**config.mk**
```make
export PLATFORM = sky130hd
export DESIGN_NAME = mem_access_stage_flat
export DESIGN_NICKNAME = d
export VERILOG_FILES = /design/src/rtl/mem_access_stage_if.sv /design/src/rtl/mem_access_stage.sv /design/src/flat_wrapper.sv
export SDC_FILE = /design/constraint.sdc
export NUM_CORES = 1
export LEC_CHECK = 0
export ABC_AREA = 0
export BUFFER_PORTS_ARGS = -buffer_cell sky130_fd_sc_hd__clkbuf_2
export CELL_PAD_IN_SITES_DETAIL_PLACEMENT = 0
export CELL_PAD_IN_SITES_GLOBAL_PLACEMENT = 2
export CORE_UTILIZATION = 28
export CTS_CLUSTER_DIAMETER = 200
export CTS_CLUSTER_SIZE = 14
export DETAILED_ROUTE_END_ITERATION = 8
export PLACE_DENSITY_LB_ADDON = 0.1
export SYNTH_ARGS = -nofsm -noshare
export SYNTH_HDL_FRONTEND = slang
export SYNTH_SLANG_ARGS = --single-unit
```
**constraint.sdc**
```tcl
create_clock -name clk -period 5.11 [get_ports clk]
set_input_delay 0 -clock clk [delete_from_list [all_inputs] [get_ports clk]]
set_output_delay 0 -clock clk [all_outputs]
set_load 0.005 [all_outputs]
```
**src/rtl/mem_access_stage_if.sv**
```systemverilog
// Data memory request/acknowledge bus between the memory stage and data memory.
// master: memory stage drives req/we/addr/wdata and receives rdata/ack.
// slave: data memory side, the mirror image of master.
interface mem_access_stage_if #(
    parameter int DATA_W = 16,
    parameter int ADDR_W = 16
);
    logic              req;
    logic              we;
    logic [ADDR_W-1:0] addr;
    logic [DATA_W-1:0] wdata;
    logic [DATA_W-1:0] rdata;
    logic              ack;

    modport master (
        output req,
        output we,
        output addr,
        output wdata,
        input  rdata,
        input  ack
    );

    modport slave (
        input  req,
        input  we,
        input  addr,
        input  wdata,
        output rdata,
        output ack
    );
endinterface

```
**src/rtl/mem_access_stage.sv**
```systemverilog
// Memory stage of the 16-bit pipelined CPU: issues loads/stores over a req/ack bus and fills the MEM/WB register.
// Ports: clk/rst, EX/MEM fields (*_in), combinational stall_o, dmem bus (master modport), MEM/WB outputs, sticky err_o.
// Latency: non-memory ops 1 cycle; memory ops complete on the ack edge, or abort after TIMEOUT REQ cycles.
module mem_access_stage #(
    parameter int DATA_W  = 16,
    parameter int ADDR_W  = 16,
    parameter int TIMEOUT = 16,
    parameter int CNT_W   = 5
) (
    input  logic                 clk,
    input  logic                 rst,
    input  logic                 wbs_in,
    input  logic [1:0]           mm_in,
    input  logic [DATA_W-1:0]    alu_result_in,
    input  logic [DATA_W-1:0]    mem_data_in,
    input  logic                 wm_in,
    input  logic                 ni_in,
    output logic                 stall_o,
    mem_access_stage_if.master   dmem,
    output logic                 wbs_out,
    output logic [DATA_W-1:0]    wb_data_out,
    output logic                 ni_out,
    output logic                 err_o
);

    typedef enum logic {IDLE = 1'b0, REQ = 1'b1} state_t;

    state_t           state;
    logic [CNT_W-1:0] cnt;
    logic             wbs_lat;
    logic             access;
    logic             last_wait;

    // A store wins over a load when both are flagged; dmem.we records which.
    assign access    = !ni_in && (wm_in || (mm_in == 2'b01));
    assign last_wait = (cnt == CNT_W'(TIMEOUT - 1));

    // Upstream is released in the ack cycle and in the abort cycle.
    always_comb begin
        stall_o = 1'b0;
        case (state)
            IDLE:    stall_o = access;
            REQ:     stall_o = !dmem.ack && !last_wait;
            default: stall_o = 1'b0;
        endcase
    end

    always_ff @(posedge clk) begin
        if (rst) begin
            state       <= IDLE;
            dmem.req    <= 1'b0;
            dmem.we     <= 1'b0;
            dmem.addr   <= '0;
            dmem.wdata  <= '0;
            wbs_lat     <= 1'b0;
            cnt         <= '0;
            wbs_out     <= 1'b0;
            wb_data_out <= '0;
            ni_out      <= 1'b1;
            err_o       <= 1'b0;
        end else begin
            case (state)
                IDLE: begin
                    if (access) begin
                        dmem.req   <= 1'b1;
                        dmem.we    <= wm_in;
                        dmem.addr  <= alu_result_in[ADDR_W-1:0];
                        dmem.wdata <= mem_data_in;
                        wbs_lat    <= wbs_in;
                        cnt        <= '0;
                        state      <= REQ;
                        ni_out     <= 1'b1;
                        wbs_out    <= 1'b0;
                    end else begin
                        // An ack arriving here is stale and deliberately ignored.
                        wbs_out     <= wbs_in && !ni_in;
                        ni_out      <= ni_in;
                        wb_data_out <= (mm_in == 2'b10) ? mem_data_in : alu_result_in;
                    end
                end
                REQ: begin
                    if (dmem.ack) begin
                        // Ack beats a timeout landing in the same cycle.
                        dmem.req    <= 1'b0;
                        state       <= IDLE;
                        ni_out      <= 1'b0;
                        wbs_out     <= wbs_lat;
                        wb_data_out <= dmem.we ? DATA_W'(dmem.addr) : dmem.rdata;
                    end else if (last_wait) begin
                        // Abort: drop the instruction and flag the error until reset.
                        dmem.req <= 1'b0;
                        err_o    <= 1'b1;
                        state    <= IDLE;
                        ni_out   <= 1'b1;
                        wbs_out  <= 1'b0;
                    end else begin
                        cnt     <= cnt + CNT_W'(1);
                        ni_out  <= 1'b1;
                        wbs_out <= 1'b0;
                    end
                end
                default: state <= IDLE;
            endcase
        end
    end

endmodule

```
**src/flat_wrapper.sv**
```systemverilog
// flat-port wrapper written by rule: the top's interface ports become plain ports
module mem_access_stage_flat 
#(
    parameter int DATA_W  = 16,
    parameter int ADDR_W  = 16,
    parameter int TIMEOUT = 16,
    parameter int CNT_W   = 5
)
  (clk, rst, wbs_in, mm_in, alu_result_in, mem_data_in, wm_in, ni_in, stall_o, wbs_out, wb_data_out, ni_out, err_o, dmem_req, dmem_we, dmem_addr, dmem_wdata, dmem_rdata, dmem_ack);
  mem_access_stage_if #(.DATA_W(DATA_W), .ADDR_W(ADDR_W)) dmem_i ();
  input  logic clk;
  input  logic rst;
  input  logic wbs_in;
  input  logic [1:0] mm_in;
  input  logic [DATA_W-1:0] alu_result_in;
  input  logic [DATA_W-1:0] mem_data_in;
  input  logic wm_in;
  input  logic ni_in;
  output logic stall_o;
  output logic wbs_out;
  output logic [DATA_W-1:0] wb_data_out;
  output logic ni_out;
  output logic err_o;
  output wire logic [$bits(dmem_i.req)-1:0] dmem_req;
  output wire logic [$bits(dmem_i.we)-1:0] dmem_we;
  output wire logic [$bits(dmem_i.addr)-1:0] dmem_addr;
  output wire logic [$bits(dmem_i.wdata)-1:0] dmem_wdata;
  input wire logic [$bits(dmem_i.rdata)-1:0] dmem_rdata;
  input wire logic [$bits(dmem_i.ack)-1:0] dmem_ack;
  assign dmem_req = dmem_i.req;
  assign dmem_we = dmem_i.we;
  assign dmem_addr = dmem_i.addr;
  assign dmem_wdata = dmem_i.wdata;
  assign dmem_i.rdata = dmem_rdata;
  assign dmem_i.ack = dmem_ack;
  mem_access_stage #(.DATA_W(DATA_W), .ADDR_W(ADDR_W), .TIMEOUT(TIMEOUT), .CNT_W(CNT_W)) u_core (.clk(clk), .rst(rst), .wbs_in(wbs_in), .mm_in(mm_in), .alu_result_in(alu_result_in), .mem_data_in(mem_data_in), .wm_in(wm_in), .ni_in(ni_in), .stall_o(stall_o), .dmem(dmem_i), .wbs_out(wbs_out), .wb_data_out(wb_data_out), .ni_out(ni_out), .err_o(err_o));
endmodule
```
==> flow_summary.json <==
{
  "period_share": 0.4411,
  "clockRootBuffer": "clkbuf_8",
  "vias_per_cell": 4.621,
  "dr.pass1.iters": 4,
  "numCtsBuffers": 9,
  "skew_ns": 0.005939,
  "area_delta_synth_final_pct": 40.54,
  "synth_top_family_by_area": "simple AND/OR/NAND/NOR gates",
  "fmax_mhz": 443.6,
  "yosys.area_share.adder": 0.01377,
  "finalWirelength_um": 8846,
  "ys_ff_latch": 60,
  "nNetsFinal": 518,
  "max-slew-margin-rel": 0.2193,
  "die_y_um": 100.7,
  "grt_pass1_vias": 2666,
  "dieArea_mm2": 0.01013,
  "synth_fp_nets": 387,
  "final_common_cell": "clkbuf_2",
  "dp_hpwl_um": 5968,
  "cts.path.max_buffers": 2,
  "setup_viol": 0,
  "yosysSeqAreaShare": 0.4408,
  "synth_xor_area_frac": 0,
  "p_leak_uw": 0.001609,
  "muxShareOfSynthArea": 0.1286,
  "synth-edff-count": 0,
  "synthFlopType": "dfxtp_1",
  "diodes": 0,
  "core_area_mm2": 0.009328,
  "critical_path_arrival_ns": 2.50,
  "period_needed_ns": 2.254,
  "syn_area_mm2": 0.002725,
  "ant_nets": 0,
  "grt_util_all_layers": 0.1802,
  "vias": 2731,
  "drc_errors": 0,
  "worstSetupStartpointType": "register",
  "clkTransAtPathRegs_ns": 0.07,
  "synth_compound_area_frac": 0.1685,
  "port_buffers": 109,
  "critPathKind": "register to register",
  "rows": 35,
  "drt-initial-drc-count": 100,
  "drv_cap": 0,
  "yosysWarnings": 0,
  "die_x_um": 100.7,
  "grt_max_degree": 62,
  "end_kind": "register",
  "place_congestion": 0.7620,
  "cts_tree": "yes",
  "rsz0062_at_grt": "no",
  "antenna_found_initial": 0,
  "power-per-cell-area_mw_per_mm2": 284.2,
  "setup_tns_ns": 0,
  "hold_path_class": "input port to register",
  "avgSynthCellArea_um2": 8.308,
  "tightest_slew_ns": 1.169,
  "cts_setup_buffers": 0,
  "drv_slew": 0,
  "fin_util": 0.4106,
  "timing_hold_violations_final": 0,
  "synth_cells": 328,
  "grt_pass1_wl_um": 13780,
  "cts.sinks": 60,
  "async_reset_ff_frac": 0,
  "synth-simple-area-share": 0.2006,
  "post_drt_wl_per_cell_um": 14.97,
  "ir_drop_mv": 0.1048,
  "worst-path-max-fanout": 19,
  "worstPathRequired_ns": 5.36,
  "synth.distinct_cells": 30,
  "grt.overflow.total": 0,
  "pin_count": 110,
  "htree_levels": 3,
  "clock_latency_ns": 0.33,
  "final_cell_mix": "clkbuf_2 (109), nand2_1 (85), dfxtp_1 (60)",
  "drive_gt1_frac": 0.3117,
  "outcome": "finished, final reports clean",
  "initial_core_util": 0.2922
}
-- routing by layer --
layer / up-vias / GRT usage / part of all wire
li1: 1390 / - / -
met1: 1233 / 0.2293 / 0.46
met2: 95 / 0.2940 / 0.47
met3: 13 / 0.03883 / 0.057
met4: 0 / 0.07804 / 0.017
met5: - / 0 / 0
-- through the flow --
stage / cells / instance area, µm² / worst slack (ns) / total power, µW / hold slack, ns
final: 591 / 3830 / 2.856 / 1088 / 0.06485
after global routing: 591 / 3830 / 2.571 / 1151 / 0.09341
after CTS: 591 / 3830 / 2.895 / 1107 / 0.05693
after detailed placement: 544 / 3343 / 2.921 / 717.7 / 0.2425
after global placement: 544 / 3343 / 2.974 / 717.8 / 0.2381
after floorplan: 328 / 2725 / 3.335 / 630.8 / 0.1360
-- critical path, cell delays in order (launching register included) --
cell and delay (ns):
dfxtp_1 0.52, o31ai_4 0.76, nand2b_1 0.56, o22ai_1 0.32
-- power breakdown --
part,switching (µW),internal (µW)
Clock,183,181
Combinational,100,98.3
Sequential,26.9,499
-- state kept, by name (all words and copies together) (netlist names) --
| register | count |
|---|---|
| u_core.dmem.we | 1 |
| u_core.wbs_lat | 1 |
| u_core.dmem.addr | 16 |
| u_core.dmem.req | 1 |
| u_core.state | 1 |
| u_core.dmem.wdata | 16 |
| u_core.ni_out | 1 |
| u_core.err_o | 1 |
| u_core.wbs_out | 1 |
| u_core.wb_data_out | 16 |
| u_core.cnt | 5 |
-- repair_timing --
| item | in CTS | in global routing |
|---|---|---|
| endpoints found under the hold margin | 34 | 0 |
| setup endpoints to repair | 0 | 0 |
| resized for setup | 0 | 0 |
| hold buffers | 33 | 0 |
-- cell type report --
cell class / count / area, µm²
clock buffers: 11 / 141.4
clock inverters: 3 / 15.01
fillers: 1022 / 5498
inverters: 2 / 7.507
multi-input cells: 241 / 1405
flip-flops and latches: 60 / 1201
well taps: 129 / 161.4
repair buffers: 145 / 898.4
-- cell families after synthesis --
family,Yosys count
and+or+nand+nor,124
AOI/OAI and AO/OA,81
DFF,60
muxes,33
buffers and inverters,27
adders and majority gates,3
-- final timing paths --
check                         from                     end  slack (ns)  depth (start not counted)
max                   u_core.state  u_core.wb_data_out[11]        2.86                          3
min                       dmem_ack            u_core.err_o        0.06                          4
max reg2reg           u_core.state  u_core.wb_data_out[11]        2.86                          3
min reg2reg  u_core.dmem.wdata[11]   u_core.dmem.wdata[11]        0.45                          2
-- synth_stat cells, drive strengths merged (2+ instances only) --
library cell	number	area, µm²
ha	3	37.54
mux2	16	180.2
dfxtp	60	1201
clkbuf	11	41.29
buf	14	81.32
o21ai	18	90.08
a311oi	2	17.52
nand3	5	25.02
a21oi	40	200.2
nand2b	20	125.1
nand2	85	319.1
inv	2	7.510
nor2	6	22.52
mux2i	17	170.2
o22ai	16	100.1
nor2b	2	12.51
(Power assumes the default switching activity.)
